[config.mk]
export PLATFORM = sky130hd
export DESIGN_NAME = vga_write_arbiter_flat
export DESIGN_NICKNAME = d
export VERILOG_FILES = /design/src/rtl/vga_write_arbiter_if.sv /design/src/rtl/vga_write_arbiter.sv /design/src/flat_wrapper.sv
export SDC_FILE = /design/constraint.sdc
export NUM_CORES = 1
export LEC_CHECK = 0
export ABC_AREA = 1
export CORE_MARGIN = 2
export CORE_UTILIZATION = 52
export CTS_BUF_LIST = sky130_fd_sc_hd__clkbuf_2
export DETAILED_ROUTE_END_ITERATION = 10
export HOLD_SLACK_MARGIN = 0.15
export PLACE_DENSITY = 0.94
export SLEW_MARGIN = 20
export SYNTH_ARGS = -nofsm -noshare
export SYNTH_HDL_FRONTEND = slang
export SYNTH_SLANG_ARGS = --single-unit
[constraint.sdc]
create_clock -name clk -period 2.4 [get_ports clk]
set_clock_uncertainty 0.1 [all_clocks]
set_input_delay 0.48 -clock clk [delete_from_list [all_inputs] [get_ports clk]]
set_output_delay 0.48 -clock clk [all_outputs]
set_load 0.05 [all_outputs]
[src/rtl/vga_write_arbiter_if.sv]
// Signal bundle between the pixel requesters / clear control and the VGA write arbiter.
// The master side drives requests and clears; the slave side is the arbiter that owns the plot port.
interface vga_write_arbiter_if;
  logic       clear_req;
  logic [2:0] clear_colour;

  logic       req_a;
  logic [7:0] x_a;
  logic [6:0] y_a;
  logic [2:0] colour_a;
  logic       ack_a;

  logic       req_b;
  logic [7:0] x_b;
  logic [6:0] y_b;
  logic [2:0] colour_b;
  logic       ack_b;

  logic [7:0] plot_x;
  logic [6:0] plot_y;
  logic [2:0] plot_colour;
  logic       plot_en;

  logic       busy;
  logic       clear_done;
  logic       err_oob;

  modport master (
    output clear_req, clear_colour,
    output req_a, x_a, y_a, colour_a,
    output req_b, x_b, y_b, colour_b,
    input  ack_a, ack_b,
    input  plot_x, plot_y, plot_colour, plot_en,
    input  busy, clear_done, err_oob
  );

  modport slave (
    input  clear_req, clear_colour,
    input  req_a, x_a, y_a, colour_a,
    input  req_b, x_b, y_b, colour_b,
    output ack_a, ack_b,
    output plot_x, plot_y, plot_colour, plot_en,
    output busy, clear_done, err_oob
  );
endinterface

[src/rtl/vga_write_arbiter.sv]
// Sole owner of the VGA write port: round-robin arbitration between two pixel requesters
// plus a full-screen clear sweep engine. Every bus output comes straight from a register.
module vga_write_arbiter #(
  parameter int unsigned X_MAX          = 159,
  parameter int unsigned Y_MAX          = 119,
  parameter bit          CLEAR_ON_RESET = 1'b1
) (
  input logic                clk,
  input logic                reset,
  vga_write_arbiter_if.slave bus
);

  localparam logic [7:0] XMax = X_MAX[7:0];
  localparam logic [6:0] YMax = Y_MAX[6:0];
  localparam logic       RrA  = 1'b0;
  localparam logic       RrB  = 1'b1;

  typedef enum logic {StArb, StClear} state_e;

  state_e     state_q, state_d;
  logic [7:0] cx_q, cx_d;
  logic [6:0] cy_q, cy_d;
  logic [2:0] clr_colour_q, clr_colour_d;
  logic       rr_q, rr_d;

  logic [7:0] plot_x_q, plot_x_d;
  logic [6:0] plot_y_q, plot_y_d;
  logic [2:0] plot_colour_q, plot_colour_d;
  logic       plot_en_q, plot_en_d;
  logic       ack_a_q, ack_a_d;
  logic       ack_b_q, ack_b_d;
  logic       busy_q, busy_d;
  logic       clear_done_q, clear_done_d;
  logic       err_oob_q, err_oob_d;

  logic       elig_a, elig_b;
  logic       pick_a, pick_b;
  logic [7:0] sel_x;
  logic [6:0] sel_y;
  logic [2:0] sel_colour;
  logic       sel_oob;

  // A requester whose ack is currently high is finishing its handshake and must not be regranted.
  always_comb begin
    elig_a     = bus.req_a & ~ack_a_q;
    elig_b     = bus.req_b & ~ack_b_q;
    pick_a     = elig_a & (~elig_b | (rr_q == RrB));
    pick_b     = elig_b & (~elig_a | (rr_q == RrA));
    sel_x      = pick_b ? bus.x_b      : bus.x_a;
    sel_y      = pick_b ? bus.y_b      : bus.y_a;
    sel_colour = pick_b ? bus.colour_b : bus.colour_a;
    sel_oob    = (sel_x > XMax) | (sel_y > YMax);
  end

  always_comb begin
    state_d       = state_q;
    cx_d          = cx_q;
    cy_d          = cy_q;
    clr_colour_d  = clr_colour_q;
    rr_d          = rr_q;
    plot_x_d      = plot_x_q;
    plot_y_d      = plot_y_q;
    plot_colour_d = plot_colour_q;
    plot_en_d     = 1'b0;
    ack_a_d       = 1'b0;
    ack_b_d       = 1'b0;
    busy_d        = 1'b0;
    clear_done_d  = 1'b0;
    err_oob_d     = 1'b0;

    unique case (state_q)
      StClear: begin
        busy_d        = 1'b1;
        plot_x_d      = cx_q;
        plot_y_d      = cy_q;
        plot_colour_d = clr_colour_q;
        plot_en_d     = 1'b1;
        if (cx_q == XMax) begin
          cx_d = '0;
          if (cy_q == YMax) begin
            cy_d    = '0;
            state_d = StArb;
          end else begin
            cy_d = cy_q + 7'd1;
          end
        end else begin
          cx_d = cx_q + 8'd1;
        end
      end

      StArb: begin
        if (busy_q) begin
          // Trailing cycle of a sweep: the final write is on the bus, so close the clear out here.
          clear_done_d = 1'b1;
        end else if (bus.clear_req) begin
          state_d      = StClear;
          clr_colour_d = bus.clear_colour;
          busy_d       = 1'b1;
        end else if (pick_a | pick_b) begin
          ack_a_d       = pick_a;
          ack_b_d       = pick_b;
          rr_d          = pick_b ? RrB : RrA;
          plot_x_d      = sel_x;
          plot_y_d      = sel_y;
          plot_colour_d = sel_colour;
          plot_en_d     = ~sel_oob;
          err_oob_d     = sel_oob;
        end
      end

      default: state_d = StArb;
    endcase
  end

  always_ff @(posedge clk or posedge reset) begin
    if (reset) begin
      if (CLEAR_ON_RESET) begin
        state_q <= StClear;
      end else begin
        state_q <= StArb;
      end
      cx_q          <= '0;
      cy_q          <= '0;
      clr_colour_q  <= '0;
      rr_q          <= RrA;
      plot_x_q      <= '0;
      plot_y_q      <= '0;
      plot_colour_q <= '0;
      plot_en_q     <= 1'b0;
      ack_a_q       <= 1'b0;
      ack_b_q       <= 1'b0;
      busy_q        <= 1'b0;
      clear_done_q  <= 1'b0;
      err_oob_q     <= 1'b0;
    end else begin
      state_q       <= state_d;
      cx_q          <= cx_d;
      cy_q          <= cy_d;
      clr_colour_q  <= clr_colour_d;
      rr_q          <= rr_d;
      plot_x_q      <= plot_x_d;
      plot_y_q      <= plot_y_d;
      plot_colour_q <= plot_colour_d;
      plot_en_q     <= plot_en_d;
      ack_a_q       <= ack_a_d;
      ack_b_q       <= ack_b_d;
      busy_q        <= busy_d;
      clear_done_q  <= clear_done_d;
      err_oob_q     <= err_oob_d;
    end
  end

  assign bus.plot_x      = plot_x_q;
  assign bus.plot_y      = plot_y_q;
  assign bus.plot_colour = plot_colour_q;
  assign bus.plot_en     = plot_en_q;
  assign bus.ack_a       = ack_a_q;
  assign bus.ack_b       = ack_b_q;
  assign bus.busy        = busy_q;
  assign bus.clear_done  = clear_done_q;
  assign bus.err_oob     = err_oob_q;

endmodule

[src/flat_wrapper.sv]
// flat-port wrapper written by rule: the top's interface ports become plain ports
module vga_write_arbiter_flat 
#(
  parameter int unsigned X_MAX          = 159,
  parameter int unsigned Y_MAX          = 119,
  parameter bit          CLEAR_ON_RESET = 1'b1
)
  (clk, reset, bus_clear_req, bus_clear_colour, bus_req_a, bus_x_a, bus_y_a, bus_colour_a, bus_req_b, bus_x_b, bus_y_b, bus_colour_b, bus_ack_a, bus_ack_b, bus_plot_x, bus_plot_y, bus_plot_colour, bus_plot_en, bus_busy, bus_clear_done, bus_err_oob);
  vga_write_arbiter_if bus_i ();
  input logic clk;
  input logic reset;
  input wire logic [$bits(bus_i.clear_req)-1:0] bus_clear_req;
  input wire logic [$bits(bus_i.clear_colour)-1:0] bus_clear_colour;
  input wire logic [$bits(bus_i.req_a)-1:0] bus_req_a;
  input wire logic [$bits(bus_i.x_a)-1:0] bus_x_a;
  input wire logic [$bits(bus_i.y_a)-1:0] bus_y_a;
  input wire logic [$bits(bus_i.colour_a)-1:0] bus_colour_a;
  input wire logic [$bits(bus_i.req_b)-1:0] bus_req_b;
  input wire logic [$bits(bus_i.x_b)-1:0] bus_x_b;
  input wire logic [$bits(bus_i.y_b)-1:0] bus_y_b;
  input wire logic [$bits(bus_i.colour_b)-1:0] bus_colour_b;
  output wire logic [$bits(bus_i.ack_a)-1:0] bus_ack_a;
  output wire logic [$bits(bus_i.ack_b)-1:0] bus_ack_b;
  output wire logic [$bits(bus_i.plot_x)-1:0] bus_plot_x;
  output wire logic [$bits(bus_i.plot_y)-1:0] bus_plot_y;
  output wire logic [$bits(bus_i.plot_colour)-1:0] bus_plot_colour;
  output wire logic [$bits(bus_i.plot_en)-1:0] bus_plot_en;
  output wire logic [$bits(bus_i.busy)-1:0] bus_busy;
  output wire logic [$bits(bus_i.clear_done)-1:0] bus_clear_done;
  output wire logic [$bits(bus_i.err_oob)-1:0] bus_err_oob;
  assign bus_i.clear_req = bus_clear_req;
  assign bus_i.clear_colour = bus_clear_colour;
  assign bus_i.req_a = bus_req_a;
  assign bus_i.x_a = bus_x_a;
  assign bus_i.y_a = bus_y_a;
  assign bus_i.colour_a = bus_colour_a;
  assign bus_i.req_b = bus_req_b;
  assign bus_i.x_b = bus_x_b;
  assign bus_i.y_b = bus_y_b;
  assign bus_i.colour_b = bus_colour_b;
  assign bus_ack_a = bus_i.ack_a;
  assign bus_ack_b = bus_i.ack_b;
  assign bus_plot_x = bus_i.plot_x;
  assign bus_plot_y = bus_i.plot_y;
  assign bus_plot_colour = bus_i.plot_colour;
  assign bus_plot_en = bus_i.plot_en;
  assign bus_busy = bus_i.busy;
  assign bus_clear_done = bus_i.clear_done;
  assign bus_err_oob = bus_i.err_oob;
  vga_write_arbiter #(.X_MAX(X_MAX), .Y_MAX(Y_MAX), .CLEAR_ON_RESET(CLEAR_ON_RESET)) u_core (.clk(clk), .reset(reset), .bus(bus_i));
endmodule
== Word-level counts from Yosys, hierarchy flattened ==
Index checks and enable logic that the tools add are counted.
Widths: inputs -> output; s select.

* Register bits: 44
* Latch bits: 0
* Memory bits (writable): 0
* Memory bits (read-only): 0
* Bits of input ports: 44
* Output and inout port bits: 24
* Logic and storage cells: 86
* Memories: 0

* $add $sub $neg: 2
* Multiply operators: 0
* Divide/modulo/power cells: 0
* Magnitude comparators: 2
* Eq/ne operators: 5
* Shifts and indexed selects: 0
* Multiplexer cells: 42
* Bitwise operators: 17
* Reduce and logical (&&, ||, !) cells: 4

{| class="wikitable"
|+ Operators by type and width
! cell !! count
|-
| $mux 8 || 5
|-
| $mux 7 || 5
|-
| $mux 1 || 22
|-
| $pmux 8 s2 || 1
|-
| $pmux 7 s2 || 1
|-
| $mux 3 || 4
|-
| $not 1->1 || 9
|-
| $add 8x1->8 const B || 1
|-
| $eq 8x8->1 const B || 1
|-
| $gt 8x8->1 const B || 1
|-
| $add 7x1->7 const B || 1
|-
| $eq 7x7->1 const B || 1
|-
| $gt 7x7->1 const B || 1
|-
| $pmux 1 s2 || 3
|-
| $pmux 3 s2 || 1
|-
| $reduce_and 3->1 || 2
|-
| $and 1x1->1 || 4
|-
| $ne 2x2->1 const B || 2
|-
| $or 1x1->1 || 4
|-
| $reduce_and 4->1 || 1
|-
| $ne 2x1->1 const B || 1
|-
| $reduce_and 2->1 || 1
|}

== Depth between registers and ports, before layout ==
* Word-level depth: 13
* Gate-level depth with buffers: 9
* Mapped depth without buffers: 9

== Worst setup path after synthesis ==
No wires, ideal clock.

* Path kind: flip-flop to flip-flop
* Start point: register u_core.ack_a_q, in the netlist u_core.bus.ack_a
* End point: register u_core.plot_x_q[0], in the netlist u_core.bus.plot_x[0]
* Setup time: 87 ps
* Arrival: 1,485 ps
* Data required time: 2,213 ps
* Path slack: 729 ps
* Stages on the path, launching flop included: 8
* Path buffers: 1
* Period minus slack after synthesis: 1,671 ps
* Cells stage by stage: dfrtp_1 -> inv_1 -> nand2_1 -> o21ai_2 -> a31oi_4 -> buf_2 -> nand2_1 -> o211ai_1

* Longest elaborated chain between the ends: 10
* Elaborated cells on any way between the ends: 14
* Classes of those cells: 1 x eq/ne; 5 x mux; 7 x bitwise; 1 x reduce/logical

{| class="wikitable"
|+ Ends and longest elaborated chain
! item !! RTL line !! text
|-
| start, declared || vga_write_arbiter.sv:30 || <nowiki>logic ack_a_q, ack_a_d;</nowiki>
|-
| start signal, assigned || vga_write_arbiter.sv:145 || <nowiki>ack_a_q <= ack_a_d;</nowiki>
|-
| $not 1->1 * || vga_write_arbiter.sv:45 || <nowiki>elig_a = bus.req_a & ~ack_a_q;</nowiki>
|-
| $and 1x1->1 * || vga_write_arbiter.sv:45 ||
|-
| $not 1->1 || vga_write_arbiter.sv:48 || <nowiki>pick_b = elig_b & (~elig_a | (rr_q == RrA));</nowiki>
|-
| $or 1x1->1 || vga_write_arbiter.sv:48 ||
|-
| $and 1x1->1 || vga_write_arbiter.sv:48 ||
|-
| $mux 8 || vga_write_arbiter.sv:49 || <nowiki>sel_x = pick_b ? bus.x_b : bus.x_a;</nowiki>
|-
| $mux 8 || vga_write_arbiter.sv:99 || <nowiki>end else if (pick_a | pick_b) begin</nowiki>
|-
| $mux 8 || vga_write_arbiter.sv:95 || <nowiki>end else if (bus.clear_req) begin</nowiki>
|-
| $mux 8 || vga_write_arbiter.sv:92 || <nowiki>if (busy_q) begin</nowiki>
|-
| $pmux 8 s2 || vga_write_arbiter.sv:71 || <nowiki>unique case (state_q)</nowiki>
|-
| end signal, assigned || vga_write_arbiter.sv:141 || <nowiki>plot_x_q <= plot_x_d;</nowiki>
|-
| end, declared || vga_write_arbiter.sv:26 || <nowiki>logic [7:0] plot_x_q, plot_x_d;</nowiki>
|}

Mark *: on every way between the ends. The rest lies on a longest branch, timed or not. The select of a mux whose other input is x is not followed.
A chain may end at the register's enable or synchronous reset.

== Worst setup path after layout ==
* Start point: register u_core.ack_b_q, in the netlist u_core.bus.ack_b
* End point: output port bus_ack_b

{| class="wikitable"
|+ RTL lines
! item !! RTL line !! text
|-
| start, declared || vga_write_arbiter.sv:31 || <nowiki>logic ack_b_q, ack_b_d;</nowiki>
|-
| start signal, assigned || vga_write_arbiter.sv:146 || <nowiki>ack_b_q <= ack_b_d;</nowiki>
|-
| end, declared || flat_wrapper.sv:23 || <nowiki>output wire logic [$bits(bus_i.ack_b)-1:0] bus_ack_b;</nowiki>
|}

No word-level cell between the ends.

==> results.yml <==
run_status:
  status: "finished, final reports clean"
critical_path:
  cp_num_buf_inv: 1
  worst_setup_path_end_kind: "output pin"
  r2r_cells: 7
  path_cells: "clkdlybuf4s50_1"
  crit_type: "reg -> out"
  worstReg2RegEnd: "u_core.bus.plot_x[4]"
  setup.worst_path.start: "u_core.bus.ack_b"
  cp.depth: 1
  worst_ep_required_time_ps: 1820
  slowest_delay_ps: 850
  reg2reg_slack_ps: 640
  reg2reg_from: "u_core.bus.ack_a"
  crit_slowest_cell: "clkdlybuf4s50_1"
  arrival_ps: 1710
  worst_setup_path_start_kind: "register"
  cp-endpoint: "bus_ack_b"
  crit_fanout: 3
  crit_family: "buffers and inverters"
place:
  gp_congestion: 0.835
  dp_hpwl_mm: 4.19
  portBuffers: 67
sta:
  fin_setup_tns_ps: 0
  max_freq_mhz: 436
  relSlewSlack_pct: 50.5
  setup_viol: 0
  timing.final.crit_period_ps: 2290
  hold_viol_final: 0
  worst_pin_slew_ps: 738
  min_period_over_period_pct: 95.6
  drv_slew: 0
  rsz0062_at_grt: "no"
clock_tree:
  clkLatencyLatePin_ps: 400
  clock-sinks: 44
  cts-hold-fix-buffers: 0
  cts.repair.resized: 0
  clock_path_buffers: 2
  clk_pin_slew_ps: 230
  cts_setup_buffers: 0
  cts-root-buf: "clkbuf_2"
  cts_tree: "built"
  h-tree-depth: 2
  numCtsBuffers: 5
power_and_ir_drop:
  vdd_drop_max_mv: 0.643
  p_int_mw: 1.32
  finalPower_mw: 2.25
  swShare_pct: 41.4
  p_seq_share_pct: 45.9
  p_leak_nw: 1.33
  power_density_mw_per_mm2: 756
  p_clk_share_pct: 13.4
  p_comb_share_pct: 40.7
  switchingPower_mw: 0.933
global_route:
  grt_max_degree: 27
  grt_antenna_before_repair: 0
  grt_overflow_total: 0
  grt_use_total_pct: 24.0
  grt_pass1_vias: 1994
  grt_pass1_wl_mm: 9.23
synth:
  yosysUniqueCellTypes: 34
  netlist.area_leader.share_pct: 48.5
  synth_common_cells: "74 x nand2_1, 43 x dfrtp_1, 23 x inv_1, 20 x nor2_1, 12 x o21ai_0"
  synth_flop_cell: "dfrtp_1"
  yosysMostFrequentCell: "nand2_1"
  netlist_area_mm2: 0.00222
  synth_warnings: 0
  ys_seq_elements: 44
  synth_area_leaders: "dfrtp_1 49%, nand2_1 13%, inv_1 3.9%, o211ai_1 3.7%, nor2_1 3.4%"
  syn-num-nets: 301
  synth_edf_count: 0
  synthCells: 255
  synth-seq-area-share_pct: 49.7
  synthArstFlopShare_pct: 100
  syn_area_per_cell_um2: 8.69
  yosysTopAreaCell: "dfrtp_1"
floorplan:
  die_width_um: 69.3
  dieArea_mm2: 0.00480
  fp.coreArea_mm2: 0.00406
  io-pin-count: 68
  rows: 23
  die_h_um: 69.3
  start_util_pct: 54.6
detailed_routing:
  drt.antenna.violating_nets: 0
  detail_route.wl_per_cell_um: 14.6
  drtIter0Drc: 132
  drc: 0
  totalWireLength_mm: 5.49
  via_count: 2007
  vias_per_cell: 5.32
  first_pass_iters: 4
layout:
  num_antenna_cells: 0
  multi_input_area_um2: 973
  nets: 372
  layout-drive-gt1-share_pct: 9.48
  register_area_mm2: 0.00110
  area_growth_pct: 34.4
  fill_cells: 294
job:
  drv_cap: 0
worst_hold_path:
  hold_class: "in -> async"
## final cells by class
cell class | instances | share of cell area (%)
Clock buffer | 5 | 0.840
Timing Repair Buffer | 70 | 23.7
Tap cell | 50 | 2.10
Clock inverter | 3 | 0.462
Multi-Input combinational cell | 179 | 32.7
Sequential cell | 44 | 37.0
Inverter | 26 | 3.27
## power groups by stage
stage | combinational (mW) | sequential [mW] | clock (mW)
floorplan | 0.317 | 1.31 | 0
global placement | 0.891 | 1.04 | 0
detailed placement | 0.920 | 1.05 | 0
CTS | 0.925 | 1.03 | 0.305
global route | 0.981 | 1.05 | 0.344
finish | 0.917 | 1.03 | 0.301
## flip-flops by register name (all words and copies together), names as in the netlist
signal	count
u_core.rr_q	1
u_core.cx_q	8
u_core.bus.err_oob	1
u_core.bus.busy	1
u_core.bus.plot_y	7
u_core.bus.plot_en	1
u_core.bus.plot_x	8
u_core.bus.ack_b	1
u_core.bus.plot_colour	3
u_core.bus.ack_a	1
u_core.state_q	1
u_core.clr_colour_q	3
u_core.bus.clear_done	1
u_core.cy_q	7
## per-layer routing
layer	up-vias	global-route usage [%]	part of all wire, %
met5	-	0	0
met1	941	32.2	44
met4	0	8.71	1.9
li1	978	-	-
met2	77	39.0	48
met3	11	4.65	5.7
## metrics by stage
step                cell area, um2  setup slack, ps  util [%]  hold slack (ps)  cells
floorplan                     2220              729         -              363    255
global placement              2940              298      72.5              372    369
detailed placement            2940              203      72.5              385    369
CTS                           2980             87.9      73.5              288    377
global route                  2980             36.6      73.5              286    377
finish                        2980              106      73.5              277    377
## logic make-up after synthesis
family                     count (synthesis)  share of synthesized area, %
and+or+nand+nor                          126                          25.6
DFF                                       44                          49.7
AOI/OAI and AO/OA                         40                          12.5
buffers and inverters                     32                          6.38
xor gates and xnor gates                   8                          3.16
muxes                                      3                          1.52
adders and majority gates                  2                          1.13
## worst min-delay path by stage
stage	start	endpoint	slack, ps	depth (start not counted)
6_report	reset	u_core.bus.plot_y[2]	280	2
5_1_grt	reset	u_core.bus.plot_y[2]	290	2
4_1_cts	reset	u_core.bus.plot_y[2]	290	2
2_1_floorplan	u_core.cx_q[4]	u_core.cx_q[4]	360	1
3_5_place_dp	u_core.bus.plot_x[2]	u_core.bus.plot_x[2]	380	2
3_3_place_gp	u_core.bus.plot_x[4]	u_core.bus.plot_x[4]	370	2
## placed cells by master (no fill, tap or decap), types with 3 or more instances in the layout
| cell | n |
|---|---|
| nand2_1 | 74 |
| clkdlybuf4s50_1 | 67 |
| dfrtp_1 | 43 |
| inv_1 | 22 |
| nor2_1 | 20 |
| o21ai_0 | 12 |
| o211ai_1 | 11 |
| nand3_1 | 10 |
| a21oi_1 | 7 |
| xor2_1 | 6 |
| nand3b_1 | 5 |
| clkbuf_2 | 5 |
| nor3_1 | 4 |
| o221ai_1 | 4 |
| inv_2 | 3 |
| nor2_2 | 3 |
| mux2_2 | 3 |
(Power assumes the default switching activity.)
==> RTL change, RTL diff (config.mk and constraints unchanged) <==
`Y_MAX` is set to 119 in 2 places; all go to 59.
--- a/src/rtl/vga_write_arbiter.sv
+++ b/src/rtl/vga_write_arbiter.sv
@@ -3,5 +3,5 @@
 module vga_write_arbiter #(
   parameter int unsigned X_MAX          = 159,
-  parameter int unsigned Y_MAX          = 119,
+  parameter int unsigned Y_MAX          = 59,
   parameter bit          CLEAR_ON_RESET = 1'b1
 ) (
--- a/src/flat_wrapper.sv
+++ b/src/flat_wrapper.sv
@@ -3,5 +3,5 @@
 #(
   parameter int unsigned X_MAX          = 159,
-  parameter int unsigned Y_MAX          = 119,
+  parameter int unsigned Y_MAX          = 59,
   parameter bit          CLEAR_ON_RESET = 1'b1
 )
Check against the original RTL: same outputs for any inputs over 10 cycles, from zero or initial values and one cycle with reset high; that may be too few to reach the edited logic, so the function may still have changed.
==> RTL change against the unedited design <==
- sequential cell count did not move
- synthesized area is 2.1% higher
- register-to-register slack got worse by 0.09 ns
- design area is 2.2% higher
- routed wire length is 4.4% higher
- first-iteration DRC count grew 28%
- critical path depth did not move
- setup slack worse by 0.040 ns
- cell count did not move
- largest cell class unchanged
- count of clock-buffer cells in the layout unchanged
Power is not compared: it rests on default switching activity, and its combinational part moved more than twofold at a synthesized area within 25%.
==> RTL change: results <==
[critical_path]
crit_arrival_ns = 1.75
reg2reg_slack_ns = 0.55
cp_slowest_cell = "clkdlybuf4s50_1"
path_max_fanout = 3
max_stage_delay_ns = 0.83

[grt]
grt_max_degree = 45
grt_pass1_wl_um = 9632
track_usage_pct = 24.72
grt_antenna_before_repair = 0
grt_pass1_vias = 2044
grt_use_met1_pct = 31.74
grt_util_met2_pct = 42.12
use_met3_pct = 4.618

[clock_tree]
clockBufferDepth = 2
post_cts_resized = 0
ctsRootBufferMaster = "clkbuf_2"
cts.clk_slew.worst_paths_ns = 0.24
clock_latency_ns = 0.44

[timing]
holdWs_ns = 0.3269
fin_ws_ns = 0.06586
maxSlewHeadroom_pct = 41.41

[cells_and_area]
n_antenna_cell = 0
multi_input_gates = 182
area_growth_pct = 34.53
clockNetworkAreaShare_pct = 2.218
buf_share_pct = 22.75
fin_cells = 377
n_fill_cell = 307
signal_buffers = 70
nets = 372
nNonClkInverters = 23
seq_area_share_pct = 36.18
largest_class = "sequential cells"
postLayoutCellArea_um2 = 3047
multi_input_area_share_pct = 33.80
drive_gt1_share_pct = 12.23

[pwr]
leakagePower_nw = 1.371
peakVddDrop_mv = 0.3001

[synthesis]
synth_common_cells = "72 x nand2_1, 43 x dfrtp_1, 19 x inv_1"
synth.distinct_cells = 41
seq_area_frac_synth_pct = 48.67
yosysWarningCount = 0
syn_nets = 301
syn_inst = 255
synth_area_leaders = "dfrtp_1 48%, nand2_1 12%, o211ai_1 3.6%"

[drt]
routed_wl_um = 5734
wl_met2_um = 2974
wl_met1_um = 2386
first_iter_violations = 169
dr.pass1.iters = 4
route.met3.wl_um = 295
via_per_inst = 5.456

[run_status]
status = "finished clean"

[placement]
dp_hpwl_um = 4276
place_ws_ns = 0.1247
port-buffer-count = 67
gp_congestion = 0.7952
post_dp_cell_area_um2 = 2979

[worst_hold_path]
min_path_type = "in -> async"
## RTL change: logic make-up after synthesis
kind of cell / synth area share, %
AND/OR/NAND/NOR: 28.18
flip-flops: 48.67
AO/OA/AOI/OAI: 12.38
buffers and inverters: 5.856
XOR/XNOR: 2.320
multiplexers: 1.492
adder cells (fa/ha/maj): 1.105
## RTL change: worst paths after layout
check / start / endpoint / cells after the start
max: u_core.bus.ack_b$_DFF_PP0_ / bus_ack_b / 1
min: reset / u_core.bus.plot_colour[2]$_DFFE_PP0P_ / 3
max reg2reg: u_core.state_q$_DFF_PP1_ / u_core.bus.plot_colour[2]$_DFFE_PP0P_ / 4
min reg2reg: u_core.bus.plot_x[7]$_DFFE_PP0P_ / u_core.bus.plot_x[7]$_DFFE_PP0P_ / 2
max in group asynchronous: reset / u_core.state_q$_DFF_PP1_ / 3
min in group clk: u_core.bus.plot_x[7]$_DFFE_PP0P_ / u_core.bus.plot_x[7]$_DFFE_PP0P_ / 2
